===== config.mk =====
export PLATFORM = sky130hd
export DESIGN_NAME = mem_port_arbiter
export DESIGN_NICKNAME = d
export VERILOG_FILES = /design/src/rtl/mem_port_arbiter.sv
export SDC_FILE = /design/constraint.sdc
export NUM_CORES = 1
export LEC_CHECK = 0
export ABC_AREA = 1
export CELL_PAD_IN_SITES_DETAIL_PLACEMENT = 1
export CELL_PAD_IN_SITES_GLOBAL_PLACEMENT = 1
export CORE_UTILIZATION = 14
export CTS_BUF_LIST = sky130_fd_sc_hd__clkbuf_8
export DETAILED_ROUTE_END_ITERATION = 8
export GPL_TIMING_DRIVEN = 0
export MAX_ROUTING_LAYER = met4
export PLACE_DENSITY = 0.95
export SLEW_MARGIN = 20
export SYNTH_ARGS = -nofsm -noshare
export SYNTH_HDL_FRONTEND = slang
export SYNTH_SLANG_ARGS = --single-unit
export TNS_END_PERCENT = 50

===== constraint.sdc =====
create_clock -name clk -period 3.3 [get_ports clk]
set_input_delay 0.33 -clock clk [delete_from_list [all_inputs] [get_ports clk]]
set_output_delay 0.33 -clock clk [all_outputs]
set_load 0.02 [all_outputs]

===== src/rtl/mem_port_arbiter.sv =====
`default_nettype none
// ============================================================================
// Module      : mem_port_arbiter
// Description : Shares one single-port memory between the instruction-fetch
//               requester (IF) and the load/store requester (D). One
//               transaction is granted at a time: D wins over IF, except
//               when IF has been denied STARVE_LIMIT consecutive cycles.
//               Read data (or a store ack) is returned to the owner of the
//               outstanding access exactly MEM_LATENCY cycles after issue.
//               A new access may issue in the response cycle, so the port
//               sustains one transaction every MEM_LATENCY cycles.
//
// Parameters  : AWIDTH       address width
//               DWIDTH       data width
//               MEM_LATENCY  issue-to-data cycles (1..4)
//               STARVE_LIMIT denied cycles before IF is forced (1..15)
//
// Ports       : clk, rst                  clock, synchronous active-high reset
//               if_req_i/if_addr_i        fetch request and address
//               if_gnt_o                  fetch accepted this cycle
//               if_rvalid_o/if_rdata_o    fetch response (one-cycle pulse)
//               d_req_i/d_we_i/d_addr_i   data request, store flag, address
//               d_wdata_i/d_size_i        store data, size encoding
//               d_gnt_o                   data request accepted this cycle
//               d_rvalid_o/d_rdata_o      load data / store ack (rdata 0)
//               mem_*_o                   memory command (0 when no grant)
//               mem_data_i                memory read data
//               busy_o                    a transaction is outstanding
//
// Option      : `define ARB_PERF_CNT_EN adds if_stall_cnt_o, d_stall_cnt_o
//               and xact_cnt_o (32-bit, wrapping, cleared by rst).
//
// Revision    : 1.0  initial release
// ============================================================================
module mem_port_arbiter #(
  parameter int AWIDTH       = 32,
  parameter int DWIDTH       = 32,
  parameter int MEM_LATENCY  = 1,
  parameter int STARVE_LIMIT = 4
) (
  input  logic              clk,
  input  logic              rst,
  input  logic              if_req_i,
  input  logic [AWIDTH-1:0] if_addr_i,
  output logic              if_gnt_o,
  output logic              if_rvalid_o,
  output logic [DWIDTH-1:0] if_rdata_o,
  input  logic              d_req_i,
  input  logic              d_we_i,
  input  logic [AWIDTH-1:0] d_addr_i,
  input  logic [DWIDTH-1:0] d_wdata_i,
  input  logic [2:0]        d_size_i,
  output logic              d_gnt_o,
  output logic              d_rvalid_o,
  output logic [DWIDTH-1:0] d_rdata_o,
  output logic [AWIDTH-1:0] mem_addr_o,
  output logic [DWIDTH-1:0] mem_data_o,
  output logic [2:0]        mem_size_o,
  output logic              mem_read_en_o,
  output logic              mem_write_en_o,
  input  logic [DWIDTH-1:0] mem_data_i,
  output logic              busy_o
`ifdef ARB_PERF_CNT_EN
  ,
  output logic [31:0]       if_stall_cnt_o,
  output logic [31:0]       d_stall_cnt_o,
  output logic [31:0]       xact_cnt_o
`endif
);

  typedef enum logic [0:0] {
    IDLE = 1'b0,
    BUSY = 1'b1
  } state_t;

  localparam logic [2:0] LATENCY_C   = 3'(MEM_LATENCY);
  localparam logic [3:0] STARVE_C    = 4'(STARVE_LIMIT);
  localparam logic       OWNER_IF    = 1'b0;
  localparam logic       OWNER_D     = 1'b1;
  localparam logic [2:0] SIZE_WORD_C = 3'b010;

  state_t      state, state_nx;
  logic [2:0]  cnt, cnt_nx;
  logic        owner, owner_nx;
  logic        is_write, is_write_nx;
  logic [3:0]  starve, starve_nx;

  logic        can_issue;
  logic        gnt_if;
  logic        gnt_d;
  logic        resp;

  // --------------------------------------------------------------------------
  // Grant selection and response detection
  // --------------------------------------------------------------------------
  always_comb begin
    gnt_if    = 1'b0;
    gnt_d     = 1'b0;
    // The response cycle of the outstanding access is also an issue slot.
    can_issue = (state == IDLE) || (cnt == 3'd1);
    if (!rst && can_issue) begin
      if (if_req_i && (!d_req_i || (starve == STARVE_C))) begin
        gnt_if = 1'b1;
      end else if (d_req_i) begin
        gnt_d = 1'b1;
      end
    end
    resp = !rst && (state == BUSY) && (cnt == 3'd1);
  end

  // --------------------------------------------------------------------------
  // Outputs
  // --------------------------------------------------------------------------
  always_comb begin
    if_gnt_o       = gnt_if;
    d_gnt_o        = gnt_d;
    if_rvalid_o    = 1'b0;
    if_rdata_o     = '0;
    d_rvalid_o     = 1'b0;
    d_rdata_o      = '0;
    mem_addr_o     = '0;
    mem_data_o     = '0;
    mem_size_o     = 3'b000;
    mem_read_en_o  = 1'b0;
    mem_write_en_o = 1'b0;
    // Forced low while rst is high so a pending state never leaks out.
    busy_o         = !rst && (state == BUSY);

    if (resp) begin
      if (owner == OWNER_IF) begin
        if_rvalid_o = 1'b1;
        if_rdata_o  = mem_data_i;
      end else begin
        d_rvalid_o  = 1'b1;
        // A store is acknowledged with zero data.
        d_rdata_o   = is_write ? '0 : mem_data_i;
      end
    end

    if (gnt_if) begin
      mem_addr_o    = if_addr_i;
      mem_size_o    = SIZE_WORD_C;
      mem_read_en_o = 1'b1;
    end else if (gnt_d) begin
      mem_addr_o     = d_addr_i;
      mem_data_o     = d_wdata_i;
      mem_size_o     = d_size_i;
      mem_read_en_o  = !d_we_i;
      mem_write_en_o = d_we_i;
    end
  end

  // --------------------------------------------------------------------------
  // Next-state logic
  // --------------------------------------------------------------------------
  always_comb begin
    state_nx    = state;
    cnt_nx      = cnt;
    owner_nx    = owner;
    is_write_nx = is_write;
    starve_nx   = 4'd0;

    if (rst) begin
      state_nx    = IDLE;
      cnt_nx      = 3'd0;
      owner_nx    = OWNER_IF;
      is_write_nx = 1'b0;
    end else begin
      if (gnt_if || gnt_d) begin
        state_nx    = BUSY;
        cnt_nx      = LATENCY_C;
        owner_nx    = gnt_d ? OWNER_D : OWNER_IF;
        is_write_nx = gnt_d && d_we_i;
      end else if (state == BUSY) begin
        if (cnt > 3'd1) begin
          cnt_nx = cnt - 3'd1;
        end else begin
          state_nx = IDLE;
          cnt_nx   = 3'd0;
        end
      end

      // Counts denied cycles of a live fetch request; any gap or grant clears.
      if (if_req_i && !gnt_if) begin
        starve_nx = (starve >= STARVE_C) ? STARVE_C : starve + 4'd1;
      end
    end
  end

  always_ff @(posedge clk) begin
    state    <= state_nx;
    cnt      <= cnt_nx;
    owner    <= owner_nx;
    is_write <= is_write_nx;
    starve   <= starve_nx;
  end

`ifdef ARB_PERF_CNT_EN
  // --------------------------------------------------------------------------
  // Performance counters (free-running, wrap at 2^32)
  // --------------------------------------------------------------------------
  always_ff @(posedge clk) begin
    if (rst) begin
      if_stall_cnt_o <= 32'd0;
      d_stall_cnt_o  <= 32'd0;
      xact_cnt_o     <= 32'd0;
    end else begin
      if (if_req_i && !gnt_if) begin
        if_stall_cnt_o <= if_stall_cnt_o + 32'd1;
      end
      if (d_req_i && !gnt_d) begin
        d_stall_cnt_o <= d_stall_cnt_o + 32'd1;
      end
      if (gnt_if || gnt_d) begin
        xact_cnt_o <= xact_cnt_o + 32'd1;
      end
    end
  end
`endif

endmodule
`default_nettype wire


==> metrics.cfg, run 1 <==
[power_and_ir_drop]
leakage_nw=2.24
internal_power_uw=474
switching_power_uw=266
ir_drop_mv=0.105
combPwrFrac=0.645
p_sw_frac=0.360
pwr-share-clk=0.175
power_density_mw_per_mm2=154
pwr-share-seq=0.180

[sta]
fin_worst_skew_ps=3.96
rsz0062_at_grt=no
setup_viol=0
drv_slew=0
hold_viol_final=0
fmax_mhz=353
fin_setup_tns_ps=0
period_needed_ps=2830
fin_crit_sh=0.859
setup_ws_ps=467

[placed_design]
dpl_worst_slack_ps=471
placed_area_sq_mm=0.00476
routabilityCongestion=0.699
port_buffers=273
hpwlAfterDp_mm=9.43

[worst_setup_path]
cp_slowest_stage_delay_ps=630
rr_startpoint=cnt[1]$_SDFFE_PP0P_
rrSetupSlack_ps=1800
critPathCaptureType=output pin
r2r_cells=11
crit_path_top_delay_cell=clkdlybuf4s50_1
crit_type=in -> out
required_ps=2970
timing.rr.end=cnt[0]$_SDFFE_PP0P_
cp-start-kind=primary input
path_cells=clkdlybuf4s50_1 > inv_1 > nand2_2 > inv_2 > nand3_2 > inv_2 > buf_4 > nand2_1 > nand2_1 > clkdlybuf4s50_1
cp.arrival_ps=2500
cp_max_fo=10

[cts]
numCtsBuffers=3
clock-sinks=10
hold_buffers=0
cts_setup_buffers=0
clock_latency_ps=240
tritoncts=built
clk_pin_slew_ps=50
cts_resized=0
h-tree-depth=1
clockRootBuffer=clkbuf_8
cts_buffer_depth=2

[detailed_routing]
drc=0
routedWlPerCell_um=13.0
ant_nets=0
drtPass1Iterations=4
vias_per_cell=3.84
finalWirelength_mm=10.5
drt_first_iter_violations=66
num_vias=3088

[job]
maxCapViolations=0

[grt]
grt_pass1_vias=3198
antenna_found_initial=0
grt_pass1_wl_mm=15.1
overflow=0
grt_max_degree=11
track_usage=0.150

[synthesis]
synth_fp_nets=497
synth.largest_area_cell=nand2_1
yosys_warnings=0
synth.top_cells.by_area=nand2_1 (23%), nor2_1 (17%), inv_1 (17%)
synthCells=357
ys_ff_latch=10
synth.avg_cell_area_sq_um=5.07
synth.cell_area_sq_mm=0.00181
synth_cell_types=23
synth-seq-area-share=0.111
synth_top_area_share=0.228

[layout]
syn2layout_area_growth_pct=165
final_common_cell=clkdlybuf4s50_1
final_cell_mix=clkdlybuf4s50_1 (273), nand2_1 (110), nor2_1 (83)
n_antenna_cell=0
layout-drive-gt1-share=0.0885
stdcell_area_sq_mm=0.00480
nets=775

[floorplanning]
ios=274
die_w_um=116
dieHeight_um=116
coreArea_sq_mm=0.0126
die-area_sq_mm=0.0134
num_rows=41
initial_core_util=0.143

[worst_hold_path]
min_path_type=reg -> reg
hold_end=starve[0]$_SDFF_PP0_
hp-start=starve[0]$_SDFF_PP0_
hold_path_depth=1

[status]
status=completed

==> cells in the mapped netlist <==
cell / instances
a21oi_1: 3
buf_2: 4
buf_4: 3
buf_6: 8
buf_8: 1
conb_1: 1
dfxtp_1: 10
ha_1: 4
inv_1: 81
inv_2: 5
nand2_1: 110
nand2_2: 2
nand2_4: 1
nand3_1: 5
nand3_2: 2
nand4_1: 2
nor2_1: 83
nor2_2: 14
nor2_4: 13
nor3_1: 1
o21ai_0: 1
o22ai_1: 2
xnor2_1: 1
==> power groups by stage <==
stage	combinational, mW	clock, mW	sequential (mW)
floorplan	0.186	0	0.134
global placement	0.469	0	0.135
detailed placement	0.481	0	0.136
CTS	0.484	0.134	0.133
global route	0.515	0.137	0.134
finish	0.478	0.129	0.133
==> state kept, by name, summed over array words and instances (netlist names) <==
signal	cells
cnt	3
state	1
starve	4
is_write	1
owner	1
==> final cells by class <==
cell class	count	area [sq um]
Clock buffer	3	41.3
Fill cell	1599	7820
Multi-Input combinational cell	245	1140
Tap cell	172	215
Timing Repair Buffer	273	2730
Sequential cell	10	200
Inverter	86	323
Buffer	16	148
==> critical path, delay by kind of cell <==
kind,cells,cell delay (ps)
buffers and inverters,6,1780
and+or+nand+nor,4,410
==> how the worst max path moves through the flow <==
stage | start | cells past startpoint | to
finish | rst | 10 | mem_addr_o[12]
global placement | rst | 10 | mem_addr_o[23]
CTS | rst | 10 | mem_addr_o[12]
global route | cnt[1]$_SDFFE_PP0P_ | 12 | mem_addr_o[12]
detailed placement | rst | 10 | mem_addr_o[12]
floorplan | state$_SDFF_PP0_ | 7 | d_rdata_o[11]
==> cells by family (layout without fill, tap and decap cells) <==
| group | count (synthesis) | count (layout) | synth area share |
|---|---|---|---|
| AND/OR/NAND/NOR | 233 | 233 | 0.577 |
| buffers and inverters | 102 | 378 | 0.260 |
| flip-flops | 10 | 10 | 0.111 |
| AO/OA/AOI/OAI | 6 | 6 | 0.0180 |
| adder cells (fa/ha/maj) | 4 | 4 | 0.0276 |
| other | 1 | 1 | 0.00207 |
| XOR/XNOR | 1 | 1 | 0.00484 |
==> metrics by stage <==
step | power (mW) | hold WS (ps) | std cells | utilization
3_5_place_dp | 0.617 | 452 | 802 | 0.377
4_1_cts | 0.751 | 467 | 805 | 0.380
3_3_place_gp | 0.605 | 430 | 802 | 0.377
5_1_grt | 0.786 | 483 | 805 | 0.380
6_report | 0.740 | 459 | 805 | 0.380
2_1_floorplan | 0.320 | 417 | 357 | -
==> routing by layer <==
layer  GRT usage  vias up  part of all wire
met4      0.0393        0             0.018
met5           -        -                 0
met2       0.309      165              0.55
met1       0.141     1365              0.35
li1            -     1545                 -
met3      0.0256       13             0.082
Note: power is estimated with default switching activity, not from simulation.
==> run 2: changes to the inputs <==
Settings changed: ABC_AREA 1 to unset, CORE_ASPECT_RATIO set to 0.75, CORE_UTILIZATION 14 to 17.
==> run 2 against run 1 <==
Effect of this change:
- worst hold slack better by 44 ps
- clock skew is 2.3 ps higher
- register-to-register slack worse by 160 ps
- critical path depth is 4 lower
- count of clock-buffer cells in the layout is 1 higher
- first-iteration DRC count is 18% higher
- core utilization is 3.7 points higher
- synthesized area is 19% higher
- critical endpoint is now if_rdata_o[5]
- largest cell class unchanged
- highest routed layer unchanged
==> metrics.cfg, run 2 <==
[synthesis]
synth_cell_types=43
synth.avg_cell_area_sq_um=7.11
synth_common_cells=and2_1 (64), a21oi_1 (36), nand3_1 (32), o211ai_1 (32)
synth-seq-area-share=0.0929
synthArstFlopShare=0
synth_edf_count=0
synth.cell_area_sq_mm=0.00216
yosys.cell_count.top_type=and2_1
synth_fp_nets=443
synth.top_cells.by_area=and2_1 (19%), o211ai_1 (11%), nor3b_2 (9.9%)
ys_ff_latch=10
synth_top_area_share=0.186
synth.largest_area_cell=and2_1
synthCells=303
yosys_warnings=0
synthFlopType=dfxtp_1

[worst_setup_path]
r2r_cells=7
crit_type=in -> out
required_ps=2970
critPathCaptureType=output pin
rr_startpoint=starve[0]$_SDFF_PP0_
crit_end=if_rdata_o[5]
cp_max_fo=10
cp.arrival_ps=2670
rrSetupSlack_ps=1640
cp-start-kind=primary input
worstSetupStartpoint=rst
timing.rr.end=owner$_SDFFE_PP0P_

[cts]
numCtsBuffers=3
clockRootBuffer=clkbuf_8
cts_buffer_depth=2
h-tree-depth=1
clk_pin_slew_ps=50
cts_setup_buffers=0
cts_resized=0
tritoncts=built
clock_latency_ps=240
hold_buffers=0
clock-sinks=10

[grt]
met3_usage=0.0229
met1_usage=0.200
track_usage=0.187
busiest_layer=met2
grt_pass1_wl_mm=19.3
grt_pass1_vias=3731
grt_max_degree=11
overflow=0
antenna_found_initial=0
use_met2=0.372

[detailed_routing]
drc=0
routedWlPerCell_um=16.9
drtPass1Iterations=4
vias_per_cell=4.59
ant_nets=0
num_vias=3416
drt_first_iter_violations=78
finalWirelength_mm=12.6

[placed_design]
port_buffers=272
placed_area_sq_mm=0.00509
routabilityCongestion=0.903
hpwlAfterDp_mm=10.7
dp.cells=741

[layout]
utilization=0.418
layout-drive-gt1-share=0.0915
final_cell_mix=clkdlybuf4s50_1 (272), and2_1 (64), a21oi_1 (36)
nets=720
n_antenna_cell=0
stdcell_area_sq_mm=0.00514
final_cells=745
regMostFlops=starve
largest_reg_flops=4
syn2layout_area_growth_pct=138
final_common_cell=clkdlybuf4s50_1
reg_top3=starve (4), cnt (3)

[floorplanning]
dieHeight_um=99.5
die_w_um=132
num_rows=35
initial_core_util=0.175
die-area_sq_mm=0.0131
coreArea_sq_mm=0.0123
ios=274

[sta]
worst_slew_pin_slew_ps=518
hold_viol_final=0
drv_slew=0
fmax_mhz=334
fin_crit_sh=0.908
fin_setup_tns_ps=0
setup_viol=0
slew-limit-headroom=0.655
period_needed_ps=3000
rsz0062_at_grt=no
fin_worst_skew_ps=6.26

[power_and_ir_drop]
combPwrFrac=0.673
leakage_nw=1.80
p_sw_frac=0.374
switching_power_uw=335
ir_drop_mv=0.126
power_density_mw_per_mm2=174
fin_total_pwr_uw=897
internal_power_uw=562
pwr-share-clk=0.174
pwr-share-seq=0.153

[job]
maxCapViolations=0

[worst_hold_path]
min_path_type=reg -> reg

[status]
status=completed

-- run 2: cell types whose count changed after synthesis, sizes merged, moves of 4 or more --
cell,before,now
buf,16,22
inv,86,10
nand2,113,7
nor3b,0,35
nor2,110,6
nand3,7,32
clkbuf,0,15
o211ai,0,33
and2,0,64
a21oi,3,36
o21ai,1,5
-- run 2: area by class of cell --
cell class              instances  area [sq um]
repair buffers                272          2720
well taps                     166           208
flip-flops and latches         10           200
fillers                      1454          7160
inverters                      10          37.5
multi-input cells             246          1700
plain buffers                  37           216
clock buffers                   4          55.1
-- run 2: worst min-delay path by stage --
| stage | startpoint | to | slack [ps] | cells past startpoint |
|---|---|---|---|---|
| after detailed placement | owner$_SDFFE_PP0P_ | owner$_SDFFE_PP0P_ | 500 | 2 |
| after global routing | owner$_SDFFE_PP0P_ | owner$_SDFFE_PP0P_ | 550 | 2 |
| after CTS | owner$_SDFFE_PP0P_ | owner$_SDFFE_PP0P_ | 500 | 2 |
| after global placement | is_write$_SDFFE_PP0P_ | is_write$_SDFFE_PP0P_ | 490 | 2 |
| after floorplan | rst | starve[2]$_SDFF_PP0_ | 400 | 1 |
| final | owner$_SDFFE_PP0P_ | owner$_SDFFE_PP0P_ | 500 | 2 |
-- run 2: per-stage QoR --
stage          setup WS [ps]  hold slack [ps]
6_report                 303              503
2_1_floorplan           1310              399
3_5_place_dp             286              497
3_3_place_gp             351              493
5_1_grt                  147              547
4_1_cts                  297              503
-- run 2: cells by family (layout without fill, tap and decap cells) --
logic type | Yosys count | after routing | synth area share
other | 1 | 1 | 0.00174
AOI/OAI and AO/OA | 86 | 86 | 0.265
DFF | 10 | 10 | 0.0929
adders and majority gates | 4 | 4 | 0.0232
buffers and inverters | 47 | 323 | 0.118
and+or+nand+nor | 155 | 155 | 0.499
-- run 2: power by group through the flow --
| stage | logic (mW) | registers (mW) | clock network (mW) |
|---|---|---|---|
| floorplan | 0.265 | 0.137 | 0 |
| global placement | 0.584 | 0.138 | 0 |
| detailed placement | 0.606 | 0.139 | 0 |
| CTS | 0.610 | 0.137 | 0.158 |
| global route | 0.643 | 0.138 | 0.167 |
| finish | 0.604 | 0.137 | 0.156 |
-- run 2: layer usage --
metal,wire [um],up-vias
met4,142,0
li1,-,1632
met5,0,-
met1,4950,1637
met3,577,12
met2,6900,135
-- run 2: worst max-delay path: stages --
cell and delay [ps]:
clkdlybuf4s50_1 560, nand4bb_4 330, nor2_2 220, clkbuf_1 400
and2_1 200, clkdlybuf4s50_1 610
==> run 3: changes to the inputs <==
Settings changed: HOLD_SLACK_MARGIN set to 0.15.
==> results of run 3 <==
Final layout, timing and power as in run 2 (identical DEF).
